**src/rtl/counter_x_pkg.sv**
```systemverilog
// Shared constants for the three-channel tick counter: widths, mode and channel codes.
package counter_x_pkg;

  localparam int unsigned CNT_W_DEFAULT = 32;
  localparam int unsigned NUM_CH        = 3;
  localparam int unsigned CTRL_W        = 6;

  localparam logic [1:0] MODE_ONESHOT  = 2'b00;
  localparam logic [1:0] MODE_PERIODIC = 2'b01;
  localparam logic [1:0] MODE_SQUARE   = 2'b10;

  localparam logic [1:0] CH0     = 2'd0;
  localparam logic [1:0] CH1     = 2'd1;
  localparam logic [1:0] CH2     = 2'd2;
  localparam logic [1:0] CH_CTRL = 2'd3;

  // Reserved mode code 11 is folded onto one-shot.
  function automatic logic [1:0] norm_mode(input logic [1:0] mode);
    logic [1:0] m;
    case (mode)
      MODE_PERIODIC: m = MODE_PERIODIC;
      MODE_SQUARE:   m = MODE_SQUARE;
      default:       m = MODE_ONESHOT;
    endcase
    return m;
  endfunction

endpackage

```
**src/rtl/counter_x_channel.sv**
```systemverilog
// One counter channel: tick synchronizer/edge detect, down-counter with reload,
// and the terminal output for one-shot, periodic and square-wave modes.
module counter_x_channel
  import counter_x_pkg::*;
#(
  parameter int unsigned CNT_W = CNT_W_DEFAULT
) (
  input  logic             clk,
  input  logic             rst,
  input  logic             tick_src,
  input  logic [1:0]       mode,
  input  logic             load,
  input  logic [CNT_W-1:0] load_val,
  output logic [CNT_W-1:0] count,
  output logic             out
);

  logic [2:0]       sync_q;
  logic             tick_c;
  logic [1:0]       mode_c;
  logic [CNT_W-1:0] reload_q;
  logic [CNT_W-1:0] reload_d;
  logic [CNT_W-1:0] count_d;
  logic [CNT_W-1:0] dec_c;
  logic [CNT_W-1:0] half_c;
  logic             armed_q;
  logic             armed_d;
  logic             out_d;

  // Two-flop synchronizer followed by a history flop for rising-edge detect.
  always_ff @(posedge clk) begin
    if (rst) begin
      sync_q <= 3'b000;
    end else begin
      sync_q <= {sync_q[1:0], tick_src};
    end
  end

  assign tick_c = sync_q[1] & ~sync_q[2];
  assign mode_c = norm_mode(mode);
  assign dec_c  = count - CNT_W'(1);
  // A reload of 1 would give a zero half period; treat it as 2.
  assign half_c = (reload_q == CNT_W'(1)) ? CNT_W'(1) : (reload_q >> 1);

  always_comb begin
    count_d  = count;
    reload_d = reload_q;
    armed_d  = armed_q;
    out_d    = out;
    if (mode_c == MODE_PERIODIC) begin
      out_d = 1'b0;
    end
    if (load) begin
      count_d  = load_val;
      reload_d = load_val;
      armed_d  = (load_val != '0);
      out_d    = 1'b0;
    end else if (tick_c && armed_q && (count != '0)) begin
      case (mode_c)
        MODE_PERIODIC: begin
          if (dec_c == '0) begin
            count_d = reload_q;
            out_d   = 1'b1;
          end else begin
            count_d = dec_c;
          end
        end
        MODE_SQUARE: begin
          if (dec_c == '0) begin
            count_d = half_c;
            out_d   = ~out;
          end else begin
            count_d = dec_c;
          end
        end
        default: begin
          count_d = dec_c;
          if (dec_c == '0) begin
            out_d   = 1'b1;
            armed_d = 1'b0;
          end
        end
      endcase
    end
  end

  always_ff @(posedge clk) begin
    if (rst) begin
      count    <= '0;
      reload_q <= '0;
      armed_q  <= 1'b0;
      out      <= 1'b0;
    end else begin
      count    <= count_d;
      reload_q <= reload_d;
      armed_q  <= armed_d;
      out      <= out_d;
    end
  end

endmodule

```
**src/rtl/counter_x.sv**
```systemverilog
// Three-channel tick counter: write decode, control register and readback mux
// around three independent counter_x_channel instances.
module counter_x
  import counter_x_pkg::*;
#(
  parameter int unsigned CNT_W = CNT_W_DEFAULT
) (
  input  logic             clk,
  input  logic             rst,
  input  logic             clk0,
  input  logic             clk1,
  input  logic             clk2,
  input  logic             counter_we,
  input  logic [CNT_W-1:0] counter_val,
  input  logic [1:0]       counter_ch,
  output logic             counter0_OUT,
  output logic             counter1_OUT,
  output logic             counter2_OUT,
  output logic [CNT_W-1:0] counter_out
);

  logic [CTRL_W-1:0] ctrl_q;
  logic [CTRL_W-1:0] ctrl_d;
  logic [NUM_CH-1:0] load_c;
  logic [NUM_CH-1:0] tick_src;
  logic [NUM_CH-1:0] out_vec;
  logic [CNT_W-1:0]  count_arr [NUM_CH];

  assign tick_src = {clk2, clk1, clk0};

  assign load_c[0] = counter_we && (counter_ch == CH0);
  assign load_c[1] = counter_we && (counter_ch == CH1);
  assign load_c[2] = counter_we && (counter_ch == CH2);

  always_comb begin
    ctrl_d = ctrl_q;
    if (counter_we && (counter_ch == CH_CTRL)) begin
      ctrl_d = counter_val[CTRL_W-1:0];
    end
  end

  always_ff @(posedge clk) begin
    if (rst) begin
      ctrl_q <= '0;
    end else begin
      ctrl_q <= ctrl_d;
    end
  end

  for (genvar n = 0; n < NUM_CH; n++) begin : g_ch
    counter_x_channel #(
      .CNT_W(CNT_W)
    ) u_ch (
      .clk     (clk),
      .rst     (rst),
      .tick_src(tick_src[n]),
      .mode    (ctrl_q[2*n +: 2]),
      .load    (load_c[n]),
      .load_val(counter_val),
      .count   (count_arr[n]),
      .out     (out_vec[n])
    );
  end

  assign counter0_OUT = out_vec[0];
  assign counter1_OUT = out_vec[1];
  assign counter2_OUT = out_vec[2];

  // Readback follows counter_ch combinationally.
  always_comb begin
    case (counter_ch)
      CH0:     counter_out = count_arr[0];
      CH1:     counter_out = count_arr[1];
      CH2:     counter_out = count_arr[2];
      default: counter_out = CNT_W'(ctrl_q);
    endcase
  end

endmodule

```
**config.mk**
```make
export PLATFORM = sky130hd
export DESIGN_NAME = counter_x
export DESIGN_NICKNAME = d
export VERILOG_FILES = /design/src/rtl/counter_x_pkg.sv /design/src/rtl/counter_x_channel.sv /design/src/rtl/counter_x.sv
export SDC_FILE = /design/constraint.sdc
export NUM_CORES = 1
export LEC_CHECK = 0
export ABC_CLOCK_PERIOD_IN_PS = 5600
export BUFFER_PORTS_ARGS = -buffer_cell sky130_fd_sc_hd__buf_2
export CAP_MARGIN = 40
export CORE_MARGIN = 4
export CORE_UTILIZATION = 50
export CTS_BUF_LIST = sky130_fd_sc_hd__clkbuf_4 sky130_fd_sc_hd__clkbuf_8
export DETAILED_ROUTE_END_ITERATION = 8
export PLACE_DENSITY = 0.67
export SYNTH_ARGS = -nofsm -noshare
export SYNTH_HDL_FRONTEND = slang
export SYNTH_HIERARCHICAL = 1
export SYNTH_SLANG_ARGS = --single-unit
```
**constraint.sdc**
```tcl
create_clock -name clk -period 5.6 [get_ports clk]
set_input_delay 1.12 -clock clk [delete_from_list [all_inputs] [get_ports clk]]
set_output_delay 1.12 -clock clk [all_outputs]
set_load 0.05 [all_outputs]
```
; Word-level counts from Yosys, hierarchy flattened
; Index checks and enable logic that the tools add are counted.
[word_totals]
ff_bits = 213
wordCells = 131
out_inout_bits = 35
ramBits = 0
rom_bits = 0
inputBits = 40
mem_count = 0
latch_bits = 0
[op_classes]
bitwise = 9
shifts = 0
mux = 49
n_lt_le_gt_ge = 0
n_addsub = 3
n_mul = 0
n_div = 0
eq_ne = 21
n_reduce_logical = 33
[op_table]
columns = op, count
row1 = $mux 32, 12
row2 = $pmux 32 s2, 3
row3 = $reduce_bool 32->1, 4
row4 = $eq 32x1->1 const B, 3
row5 = $logic_not 32->1, 3
row6 = $pmux 32 s3, 1
row7 = $sub 32x1->32 const B, 3
row8 = $mux 31, 3
row9 = $mux 1, 27
row10 = $eq 2x2->1 const B, 8
row11 = $eq 2x1->1 const B, 7
row12 = $pmux 2 s2, 3
row13 = $reduce_bool 2->1, 6
row14 = $reduce_or 2->1, 6
row15 = $logic_and 1x1->1, 10
row16 = $reduce_and 3->1, 3
row17 = $ne 2x1->1 const B, 3
row18 = $not 1->1, 6
row19 = $and 1x1->1, 3
row20 = $logic_not 2->1, 1

; Depth between registers and ports, before layout
; Gate-level depths: netlist of the first run.
[logic_depth]
ltp_word = 7
depth_mapped = 12
depth_no_buf = 10

; Cells and area by module
; The synthesis of the first run kept the hierarchy.
[modules_own_cells]
columns = module, cells_per_inst, n_inst, seq_area_each_um2, area_each_um2
row1 = counter_x_channel, 578, 3, 1381.3, 4710.8
row2 = counter_x, 101, 1, 120.1, 1044.8

; Worst setup path after synthesis of the first run
; Ideal clock, no wire load.
[synth_timing]
kind = flip-flop to flip-flop
from = register g_ch[0].u_ch.count[0]
to = register g_ch[0].u_ch.count[26]
synth_period_minus_slack_ns = 3.489
t_required_ns = 5.475
path_stages_with_launch = 12
path_buffers = 1
slack_ns = 2.111
arrival_time_ns = 3.363
setup_time_ns = 0.125
cell_sequence = dfxtp_1 -> inv_1 -> ha_1 -> or4b_1 -> or4_4 -> o31ai_4 -> nand2_1 -> or4_4 -> buf_6 -> or4_4 -> a221o_1 -> o2bb2ai_1
[synth_via]
elab_chain_len = 6
elab_cells_between_ends = 10
classes_between = 1 x add/sub / 5 x mux / 4 x reduce/logical
[synth_lines]
columns = item, line
row1 = "start, declared", counter_x_channel.sv:14  ; output logic [CNT_W-1:0] count,
row2 = "start signal, assigned", counter_x_channel.sv:94  ; count <= count_d;
row3 = $sub 32x1->32, counter_x_channel.sv:41  ; assign dec_c = count - CNT_W'(1);
row4 = $logic_not 32->1, "counter_x_channel.sv:61, counter_x_channel.sv:69"
row5 = $mux 32 (on tied branches), "counter_x_channel.sv:69, counter_x_channel.sv:61"
row6 = $pmux 32 s2, counter_x_channel.sv:59  ; case (mode_c)
row7 = $mux 32, counter_x_channel.sv:58  ; end else if (tick_c && armed_q && (count != '0)) begin
row8 = $mux 32, counter_x_channel.sv:53  ; if (load) begin
; Parallel ways exist; a longest one is shown, timed or not. The select of a mux whose other input is x is not followed.
; A chain may end at the register's enable or synchronous reset.

; Worst setup path in the final report of the first run
[layout_timing]
from = register g_ch[1].u_ch.count[2]
to = register g_ch[1].u_ch.count[28]
[layout_via]
elab_chain_len = 6
elab_cells_between_ends = 10
classes_between = 1 x add/sub / 5 x mux / 4 x reduce/logical
[layout_lines]
columns = item, line
row1 = "start, declared", counter_x_channel.sv:14
row2 = "start signal, assigned", counter_x_channel.sv:94
row3 = $sub 32x1->32, counter_x_channel.sv:41
row4 = $logic_not 32->1, "counter_x_channel.sv:61, counter_x_channel.sv:69"
row5 = $mux 32 (on tied branches), "counter_x_channel.sv:69, counter_x_channel.sv:61"
row6 = $pmux 32 s2, counter_x_channel.sv:59
row7 = $mux 32, counter_x_channel.sv:58
row8 = $mux 32, counter_x_channel.sv:53
; Parallel ways exist; a longest one is shown, timed or not. The select of a mux whose other input is x is not followed.

==> run metrics, run 1 <==
GRT Util Overall=36.1%; setup repair bufs after CTS=0; ANT nets after route=0; final worst clock skew=0.0122 ns; RSZ-0062 raised after global routing=no; H-Tree Depth=2; required time of the critical path=6.04 ns; DR WL/cell=28.8 um; Finish-stage setup viols=0; share of cells above drive strength 1=13.3%; CTS resizes=0; initial core utilization=50.9%; grt ovf=0; crit-path max FO=57; DRT Wirelength=63500 um; Cell variety after synth=59; mapped cell area=15200 sq um; DR vias/cell=7.38; register clock-pin slew on the reported worst setup and hold paths=0.06 ns; final setup TNS=0 ns; fin area=16400 sq um; Async SR Flop Fraction=0%; chip width=182 um; Root Buffer=clkbuf_8; Rows=63; Port-buffer cells=74; Clock Tree Buf Depth=3; Layout Utilization=55.2%; slew margin rel.=39.0%; Hold Path Class=reg -> reg; min Tclk post-route=4.29 ns; CTS tree=done; syn avg cell area=8.27 sq um; DRC errors left=0; Syn Inst Count=1835; core area=29800 sq um; Die H=182 um; CTS Buf Count=41; max cap viols=0; vias in the first global route=14797; Pre-Repair DR Iteration Count=6; outcome=finished clean; vias after detailed routing=16285; Final nets=1837; layout overhead on the synthesized area=8.31%; largest net degree at the start of global routing=112; sequential share of the synthesized area=28.1%; crit path launch type=register; die area=33200 sq um; first-pass GRT wire length=94200 um; latest clock arrival within the worst-skew pair=0.55 ns; max-slew violation count=0; final worst path period share=76.6%; DRT iter0 DRCs=2442; DPL Wire Length=42800 um; most common cell in the synthesized netlist=dfxtp_1; leading area contributor after synthesis=dfxtp_1; initial antenna violation count=0; Final Wtd Congestion=1.02; dpl ws=1.46 ns; Setup WS post-layout=1.31 ns; io pins=75; cell types with the highest counts after synthesis=dfxtp_1 (213), clkbuf_1 (164), nor2_1 (142); Fin. Hold Viols=0; Power Dens Cells=295 nW/um^2; Post-synth EDFFs=0; VDD IR max=0.161 mV; CP Class=reg -> reg; synthesized flop and latch total=213; Fmax=233 MHz; Sink Count=213; Min Hold Slack=0.440 ns; Worst EP arrival=4.73 ns; most used flip-flop cell after synthesis=dfxtp_1; Mapped Nets=1887; Setup crit end kind=register; Syn. warnings=6; hold buffers post-CTS=0; Leakage=5.77 nW; Yosys top cell area share=28.1%; Slew @ Worst Pin=0.915 ns; Placed Area=15500 sq um; synth top area cells=dfxtp_1 (28%), mux2i_1 (8.2%), o41ai_1 (8.0%)
[area by class of cell]
class | instances | area, sq um
inverter | 21 | 78.8
multi-input combinational | 1399 | 9990
sequential | 213 | 4260
antenna | 2 | 5.00
clock inverter | 7 | 116
timing repair buffer | 109 | 667
clock buffer | 65 | 826
fill | 2894 | 13400
tap | 390 | 488
[power by group]
group | total, W | leakage, nW | internal (W) | switching (W)
clock network | 0.00180 | 0.494 | 0.00107 | 0.000729
registers | 0.00168 | 1.73 | 0.00157 | 0.000105
logic | 0.00138 | 3.55 | 0.000412 | 0.000964
total | 0.00486 | 5.77 | 0.00306 | 0.00180
[critical path, stage by stage, from the launching register on]
cell and delay, ns:
dfxtp_1 0.42, nor4_2 0.47, nand3_1 0.60, o31ai_1 0.48, nand2_1 0.13, or4_4 0.80
nor4_2 0.59, buf_4 0.35, nor2b_1 0.07, o32ai_1 0.24
[cell families after synthesis]
kind of cell	synth area share (%)
AND/OR/NAND/NOR	24.4
AO/OA/AOI/OAI	27.3
buffers and inverters	6.20
flip-flops	28.1
multiplexers	9.21
XOR/XNOR	3.81
adder cells (fa/ha/maj)	0.989
[layout by cell type (no fill, tap or decap), drive strengths merged, types with 22 or more instances in the layout]
cell       n
nand3     42
inv       22
a22oi     93
o41ai    138
clkbuf    65
xor2      39
o22ai     66
or3       24
o21ai     78
nand2     43
dfxtp    213
mux2i    125
o2bb2ai   47
nand4     36
nor3      60
buf      109
nor2b     28
nor4      72
or4       69
xnor2     27
nor2     142
and3      52
[flip-flops by register name, summed over array words and instances (netlist names)]
| register | cells |
|---|---|
| g_ch.u_ch/count | 96 |
| g_ch.u_ch/out | 3 |
| g_ch.u_ch/reload_q | 96 |
| g_ch.u_ch/sync_q | 9 |
| g_ch.u_ch/armed_q | 3 |
| ctrl_q | 6 |
[metrics by stage]
step | cells | total power, W
2_1_floorplan | 1835 | 0.00265
3_3_place_gp | 2130 | 0.00301
3_5_place_dp | 2132 | 0.00303
4_1_cts | 2204 | 0.00482
5_1_grt | 2204 | 0.00504
6_report | 2206 | 0.00486
[worst paths after layout]
path	from	to	slack [ns]	depth (start not counted)
worst max-delay path	g_ch[1].u_ch/count[2]$_SDFFE_PP0P_	g_ch[1].u_ch/count[28]$_SDFFE_PP0P_	1.31	9
worst min-delay path	g_ch[2].u_ch/sync_q[0]$_SDFF_PP0_	g_ch[2].u_ch/sync_q[1]$_SDFF_PP0_	0.44	1
worst max register to register	g_ch[1].u_ch/count[2]$_SDFFE_PP0P_	g_ch[1].u_ch/count[28]$_SDFFE_PP0P_	1.31	9
worst min register to register	g_ch[2].u_ch/sync_q[0]$_SDFF_PP0_	g_ch[2].u_ch/sync_q[1]$_SDFF_PP0_	0.44	1
[layer usage]
metal | vias to the layer above | GRT usage (%) | wire (um)
met5 | - | 0 | 0
met3 | 226 | 8.87 | 7610
met2 | 1075 | 52.1 | 26600
met4 | 0 | 21.1 | 4210
li1 | 7217 | - | -
met1 | 7767 | 48.9 | 25100
Note: power is estimated with default switching activity, not from simulation.
==> run 2, diff against run 1 <==
--- a/config.mk
+++ b/config.mk
@@ -5,7 +5,7 @@
 export SDC_FILE = /design/constraint.sdc
 export NUM_CORES = 1
 export LEC_CHECK = 0
-export ABC_CLOCK_PERIOD_IN_PS = 5600
+export ABC_CLOCK_PERIOD_IN_PS = 4300
 export BUFFER_PORTS_ARGS = -buffer_cell sky130_fd_sc_hd__buf_2
 export CAP_MARGIN = 40
 export CORE_MARGIN = 4
==> constraint.sdc (replaced) <==
create_clock -name clk -period 4.3 [get_ports clk]
set_input_delay 0.86 -clock clk [delete_from_list [all_inputs] [get_ports clk]]
set_output_delay 0.86 -clock clk [all_outputs]
set_load 0.05 [all_outputs]
==> run 2 against run 1 <==
Compared with the run above:
- setup slack lost 1.1 ns
- routed wire length grew 4.7%
- clock skew grew 0.021 ns
- critical path type unchanged
- power grew 31%
- global-route usage grew 2.1 points
- die area is the same
- largest power group unchanged
- first-iteration DRC count shrank 6.1%
- highest routed layer is now met5
- maximum frequency grew 5.6%
- final area grew 3.2%
==> run metrics, run 2 (synthesis gave the netlist of run 1 again) <==
max-slew violation count=0; Fmax=246 MHz; Worst EP arrival=4.50 ns; Port-buffer cells=74; DR vias/cell=7.40; hold depth=1; Finish-stage setup viols=0; DRT Wirelength=66500 um; crit path launch type=register; Slew @ Worst Pin=0.924 ns; Clock Tree Buf Depth=3; crit-path max FO=25; CTS Buf Count=42; total power=0.00637 W; Hold Path Class=reg -> reg; vias in the first global route=15593; final worst path period share=94.5%; RSZ-0062 raised after global routing=no; Setup crit end kind=register; r2r endpoint=g_ch[0].u_ch/count[28]$_SDFFE_PP0P_; share of cells above drive strength 1=16.5%; Top Usage Layer GRT=met2; reg-to-reg setup timing slack=0.24 ns; CTS tree=done; die area=33200 sq um; outcome=finished clean; hold buffers post-CTS=0; Leakage=6.12 nW; final setup TNS=0 ns; Diodes inserted=0; cell mode on critical path=or4_1; GRT Util Overall=38.2%; Sink Count=213; hold path start=g_ch[1].u_ch/sync_q[0]$_SDFF_PP0_; CTS resizes=0; final worst clock skew=0.0330 ns; Pre-Repair DR Iteration Count=6; core area=29800 sq um; DPL Wire Length=46100 um; io pins=75; Power Dens Cells=375 nW/um^2; latest clock arrival within the worst-skew pair=0.58 ns; DRC errors left=0; Fin. Hold Viols=0; Non-Filler Instances=2271; register clock-pin slew on the reported worst setup and hold paths=0.06 ns; DRT iter0 DRCs=2294; most frequent cells in the layout=dfxtp_1 (213), nor2_1 (141), o41ai_1 (138); Final nets=1902; first-pass GRT wire length=99400 um; worst reg2reg path startpoint=g_ch[0].u_ch/count[4]$_SDFFE_PP0P_; initial core utilization=50.9%; CP max stage cell=nor4_1; CP Class=reg -> reg; Inst Count DP=2196; reg2reg path depth=9; met2 Use GR=55.7%; met3 GRT Util=8.35%; max cap viols=0; global routing met1 resource utilization=52.0%; Largest regs=g_ch.u_ch/count: 96 flops, g_ch.u_ch/reload_q: 96 flops, g_ch.u_ch/sync_q: 9 flops; Placed Area=16000 sq um; dpl ws=0.324 ns; ANT nets after route=0; slew margin rel.=38.4%; Critical Path, Cell by Cell=nor4_1 -> nand2_1 -> or4_1 -> nor4b_1 -> o211ai_1 -> buf_4 -> or4_1 -> a221oi_1 -> o32ai_1; Worst path max stage delay=0.75 ns; Root Buffer=clkbuf_8; grt ovf=0; largest net degree at the start of global routing=62; Setup WS post-layout=0.236 ns; Die H=182 um; min Tclk post-route=4.06 ns; Final Wtd Congestion=1.04; Hold Path End=g_ch[1].u_ch/sync_q[1]$_SDFF_PP0_; layout overhead on the synthesized area=11.7%; setup repair bufs after CTS=0; commonest non-fill, non-tap cell in the layout=dfxtp_1; initial antenna violation count=1; chip width=182 um; H-Tree Depth=2; Rows=63; required time of the critical path=4.74 ns; vias after detailed routing=16811; DR WL/cell=29.3 um; VDD IR max=0.217 mV; fin area=17000 sq um
[run 2: changes by cell type in the layout (fill, tap and decap cells not counted), sizes merged]
cell	before	now
buf	109	173
bufinv	3	2
clkinv	2	6
diode	2	0
[run 2: layer usage]
layer	share of wire [%]	wire length (um)	vias to the layer above
li1	-	-	7342
met5	0.020	13	-
met1	39	26200	8121
met4	7.0	4630	2
met3	12	8090	243
met2	41	27500	1103
[run 2: layout make-up]
| class | count | area, sq um |
|---|---|---|
| clock buffer | 65 | 807 |
| clock inverter | 10 | 109 |
| fill | 2799 | 12800 |
| inverter | 21 | 78.8 |
| multi-input combinational | 1399 | 10000 |
| sequential | 213 | 4260 |
| tap | 390 | 488 |
| timing repair buffer | 173 | 1210 |
[run 2: metrics by stage]
step	hold slack (ns)	utilization, %
after floorplan	0.414	-
after global placement	0.416	53.6
after detailed placement	0.431	53.8
after CTS	0.446	56.9
after global routing	0.463	56.9
final	0.444	56.9
[run 2: power by group]
group	total, W	switching (W)	internal, W	leakage, nW
clock	0.00228	0.000967	0.00132	0.489
sequential	0.00216	0.000112	0.00205	1.73
combinational	0.00192	0.00132	0.000604	3.90
total	0.00637	0.00240	0.00397	6.12
[run 2: critical path, delay by kind of cell (launching register included)]
family                 cells  cell delay (ns)
flip-flops                 1             0.44
buffers and inverters      1             0.26
AND/OR/NAND/NOR            5             2.45
AO/OA/AOI/OAI              3             0.77
[run 2: how the worst max path moves through the flow]
stage | depth (start not counted) | slack, ns | startpoint | end
after floorplan | 11 | 0.81 | g_ch[0].u_ch/count[0]$_SDFFE_PP0P_ | g_ch[0].u_ch/count[26]$_SDFFE_PP0P_
after global placement | 11 | -0.02 | g_ch[0].u_ch/count[0]$_SDFFE_PP0P_ | g_ch[0].u_ch/count[28]$_SDFFE_PP0P_
after detailed placement | 10 | 0.32 | g_ch[0].u_ch/count[0]$_SDFFE_PP0P_ | g_ch[0].u_ch/count[28]$_SDFFE_PP0P_
after CTS | 10 | 0.31 | g_ch[0].u_ch/count[0]$_SDFFE_PP0P_ | g_ch[0].u_ch/count[25]$_SDFFE_PP0P_
after global routing | 11 | 0.009 | g_ch[2].u_ch/count[0]$_SDFFE_PP0P_ | g_ch[2].u_ch/count[31]$_SDFFE_PP0P_
final | 9 | 0.24 | g_ch[0].u_ch/count[4]$_SDFFE_PP0P_ | g_ch[0].u_ch/count[28]$_SDFFE_PP0P_
==> run 3, diff against run 2 <==
--- a/config.mk
+++ b/config.mk
@@ -5,14 +5,14 @@
 export SDC_FILE = /design/constraint.sdc
 export NUM_CORES = 1
 export LEC_CHECK = 0
-export ABC_CLOCK_PERIOD_IN_PS = 4300
+export ABC_CLOCK_PERIOD_IN_PS = 3290
 export BUFFER_PORTS_ARGS = -buffer_cell sky130_fd_sc_hd__buf_2
 export CAP_MARGIN = 40
 export CORE_MARGIN = 4
 export CORE_UTILIZATION = 50
 export CTS_BUF_LIST = sky130_fd_sc_hd__clkbuf_4 sky130_fd_sc_hd__clkbuf_8
 export DETAILED_ROUTE_END_ITERATION = 8
-export PLACE_DENSITY = 0.67
+export PLACE_DENSITY = 0.7
 export SYNTH_ARGS = -nofsm -noshare
 export SYNTH_HDL_FRONTEND = slang
 export SYNTH_HIERARCHICAL = 1
==> constraint.sdc (replaced) <==
create_clock -name clk -period 3.29 [get_ports clk]
set_input_delay 0.658 -clock clk [delete_from_list [all_inputs] [get_ports clk]]
set_output_delay 0.658 -clock clk [all_outputs]
set_load 0.05 [all_outputs]
==> run 3 against run 2 <==
Compared with the run above:
- the flow now finishes with violations (setup timing)
- sequential power rose by 30%
- power rose by 69%
- die area did not move
- sequential share of layout area decreased by 6.5 points
- routed wire length rose by 25%
- final area up 35%
- critical path depth grew 3
- setup slack got worse by 0.53 ns
- via count up 17%
==> run metrics, run 3 (synthesis gave the netlist of run 1 again) <==
outcome=finished with violations; violated checks=setup timing; Hold Path Class=in -> reg; CP Class=reg -> reg; vias after detailed routing=19641; Die H=182 um; reg-to-reg setup timing slack=-0.29 ns; Worst path max stage delay=0.55 ns; worst reg2reg path startpoint=g_ch[0].u_ch/count[1]$_SDFFE_PP0P_; crit-path max FO=16; initial core utilization=50.9%; io pins=75; Root Buffer=clkbuf_8; register clock-pin slew on the reported worst setup and hold paths=0.07 ns; Slew @ Worst Pin=1.21 ns; min Tclk post-route=3.58 ns; hold depth=2; hold buffers post-CTS=0; grt ovf=0; DR vias/cell=7.57; Hold Path End=g_ch[1].u_ch/sync_q[0]$_SDFF_PP0_; CTS tree=done; DRT Wirelength=82800 um; Fmax=279 MHz; Inst Count DP=2421; Largest regs=g_ch.u_ch/count: 96 flops, g_ch.u_ch/reload_q: 96 flops, g_ch.u_ch/sync_q: 9 flops; hold path start=clk1; required time of the critical path=3.73 ns; DR WL/cell=31.9 um; GRT Util Overall=42.8%; core area=29800 sq um; Setup crit end kind=register; commonest non-fill, non-tap cell in the layout=buf_4; final worst clock skew=0.0328 ns; reg2reg path depth=12; chip width=182 um; DRT iter0 DRCs=2992; Power Dens Cells=469 nW/um^2; cell mode on critical path=or4_4; Min Hold Slack=0.297 ns; largest net degree at the start of global routing=93; CTS Buf Count=40; final worst path period share=109%; Rows=63; Leakage=8.52 nW; Fin. Hold Viols=0; max-slew violation count=0; RSZ-0062 raised after global routing=yes; vias in the first global route=17435; layout overhead on the synthesized area=50.9%; latest clock arrival within the worst-skew pair=0.59 ns; Non-Filler Instances=2596; r2r endpoint=g_ch[0].u_ch/count[8]$_SDFFE_PP0P_; final setup TNS=-12.40 ns; share of cells above drive strength 1=43.1%; slew margin rel.=18.9%; Worst EP arrival=4.02 ns; Clock Tree Buf Depth=3; ANT nets after route=0; total power=0.0108 W; Final nets=2226; fin area=22900 sq um; VDD IR max=0.439 mV; max cap viols=0; first-pass GRT wire length=110000 um; CP max stage cell=or4_4; Port-buffer cells=74; initial antenna violation count=2; Critical Path, Cell by Cell=inv_2 -> ha_4 -> or4b_4 -> or4_4 -> o31ai_4 -> nand2_2 -> or4_4 -> buf_6 -> buf_16 -> o41ai_1 -> nand3_1 -> o2bb2ai_1; Sink Count=213; most frequent cells in the layout=buf_4 (305), dfxtp_1 (199), nor2_1 (141); Pre-Repair DR Iteration Count=8; H-Tree Depth=2; DPL Wire Length=50000 um; die area=33200 sq um; Placed Area=17900 sq um; Setup WS post-layout=-0.290 ns; Final Wtd Congestion=1.05; DRC errors left=0; crit path launch type=register; Finish-stage setup viols=97
run 3: cell types whose count changed in the layout (fill, tap and decap cells not counted), sizes merged:
cell      delta
clkinvlp     +3
buf        +308
clkbuf      +13
clkinv       -2
or4          +4
diode        +1
inv          -1
bufinv       -1
run 3: worst max path at each step:
stage                                                endpoint                               start  slack (ns)
final                      g_ch[0].u_ch/count[8]$_SDFFE_PP0P_  g_ch[0].u_ch/count[1]$_SDFFE_PP0P_       -0.29
after detailed placement  g_ch[1].u_ch/count[29]$_SDFFE_PP0P_  g_ch[1].u_ch/count[1]$_SDFFE_PP0P_       -0.40
after floorplan           g_ch[0].u_ch/count[26]$_SDFFE_PP0P_  g_ch[0].u_ch/count[1]$_SDFFE_PP0P_       -0.11
after CTS                 g_ch[1].u_ch/count[28]$_SDFFE_PP0P_  g_ch[1].u_ch/count[0]$_SDFFE_PP0P_       -0.17
after global routing       g_ch[0].u_ch/count[8]$_SDFFE_PP0P_  g_ch[0].u_ch/count[1]$_SDFFE_PP0P_       -0.35
after global placement    g_ch[1].u_ch/count[29]$_SDFFE_PP0P_  g_ch[1].u_ch/count[1]$_SDFFE_PP0P_       -0.47
run 3: power by group:
| group | internal [W] | total [W] | switching, W |
|---|---|---|---|
| Sequential | 0.00268 | 0.00280 | 0.000123 |
| Clock | 0.00164 | 0.00293 | 0.00129 |
| Combinational | 0.00219 | 0.00502 | 0.00284 |
run 3: cell type report:
| class | count | area, sq um |
|---|---|---|
| Multi-Input combinational cell | 1403 | 12600 |
| Tap cell | 390 | 488 |
| Inverter | 21 | 78.8 |
| Sequential cell | 213 | 4280 |
| Fill cell | 1964 | 6890 |
| Timing Repair Buffer | 495 | 4590 |
| Antenna cell | 1 | 2.50 |
| Clock inverter | 9 | 80.1 |
| Clock buffer | 64 | 806 |
run 3: per-stage QoR:
| step | setup slack [ns] | util (%) |
|---|---|---|
| 2_1_floorplan | -0.110 | - |
| 3_3_place_gp | -0.471 | 60.2 |
| 3_5_place_dp | -0.405 | 60.2 |
| 4_1_cts | -0.171 | 69.5 |
| 5_1_grt | -0.348 | 76.9 |
| 6_report | -0.290 | 76.9 |
run 3: layer usage:
layer  track usage, %  vias to the layer above  share of wire, %
met1             54.5                     9276                35
li1                 -                     8004                 -
met2             63.5                     1761                41
met3             10.4                      598                13
met5                0                        -             0.012
met4             30.0                        2                10
run 3: what timing repair did:
item,CTS,global route
endpoints found under the setup margin,98,102
resized for setup,288,265
buffers inserted,32,40
pin swaps,120,139
cloned,15,20
run 3: worst max-delay path: cells and delay by family (launching register included):
kind	cells	cell delay, ns
compound gates	3	0.77
fa+ha+maj	1	0.14
simple gates	5	1.78
flops	1	0.33
buf+inv	3	0.42
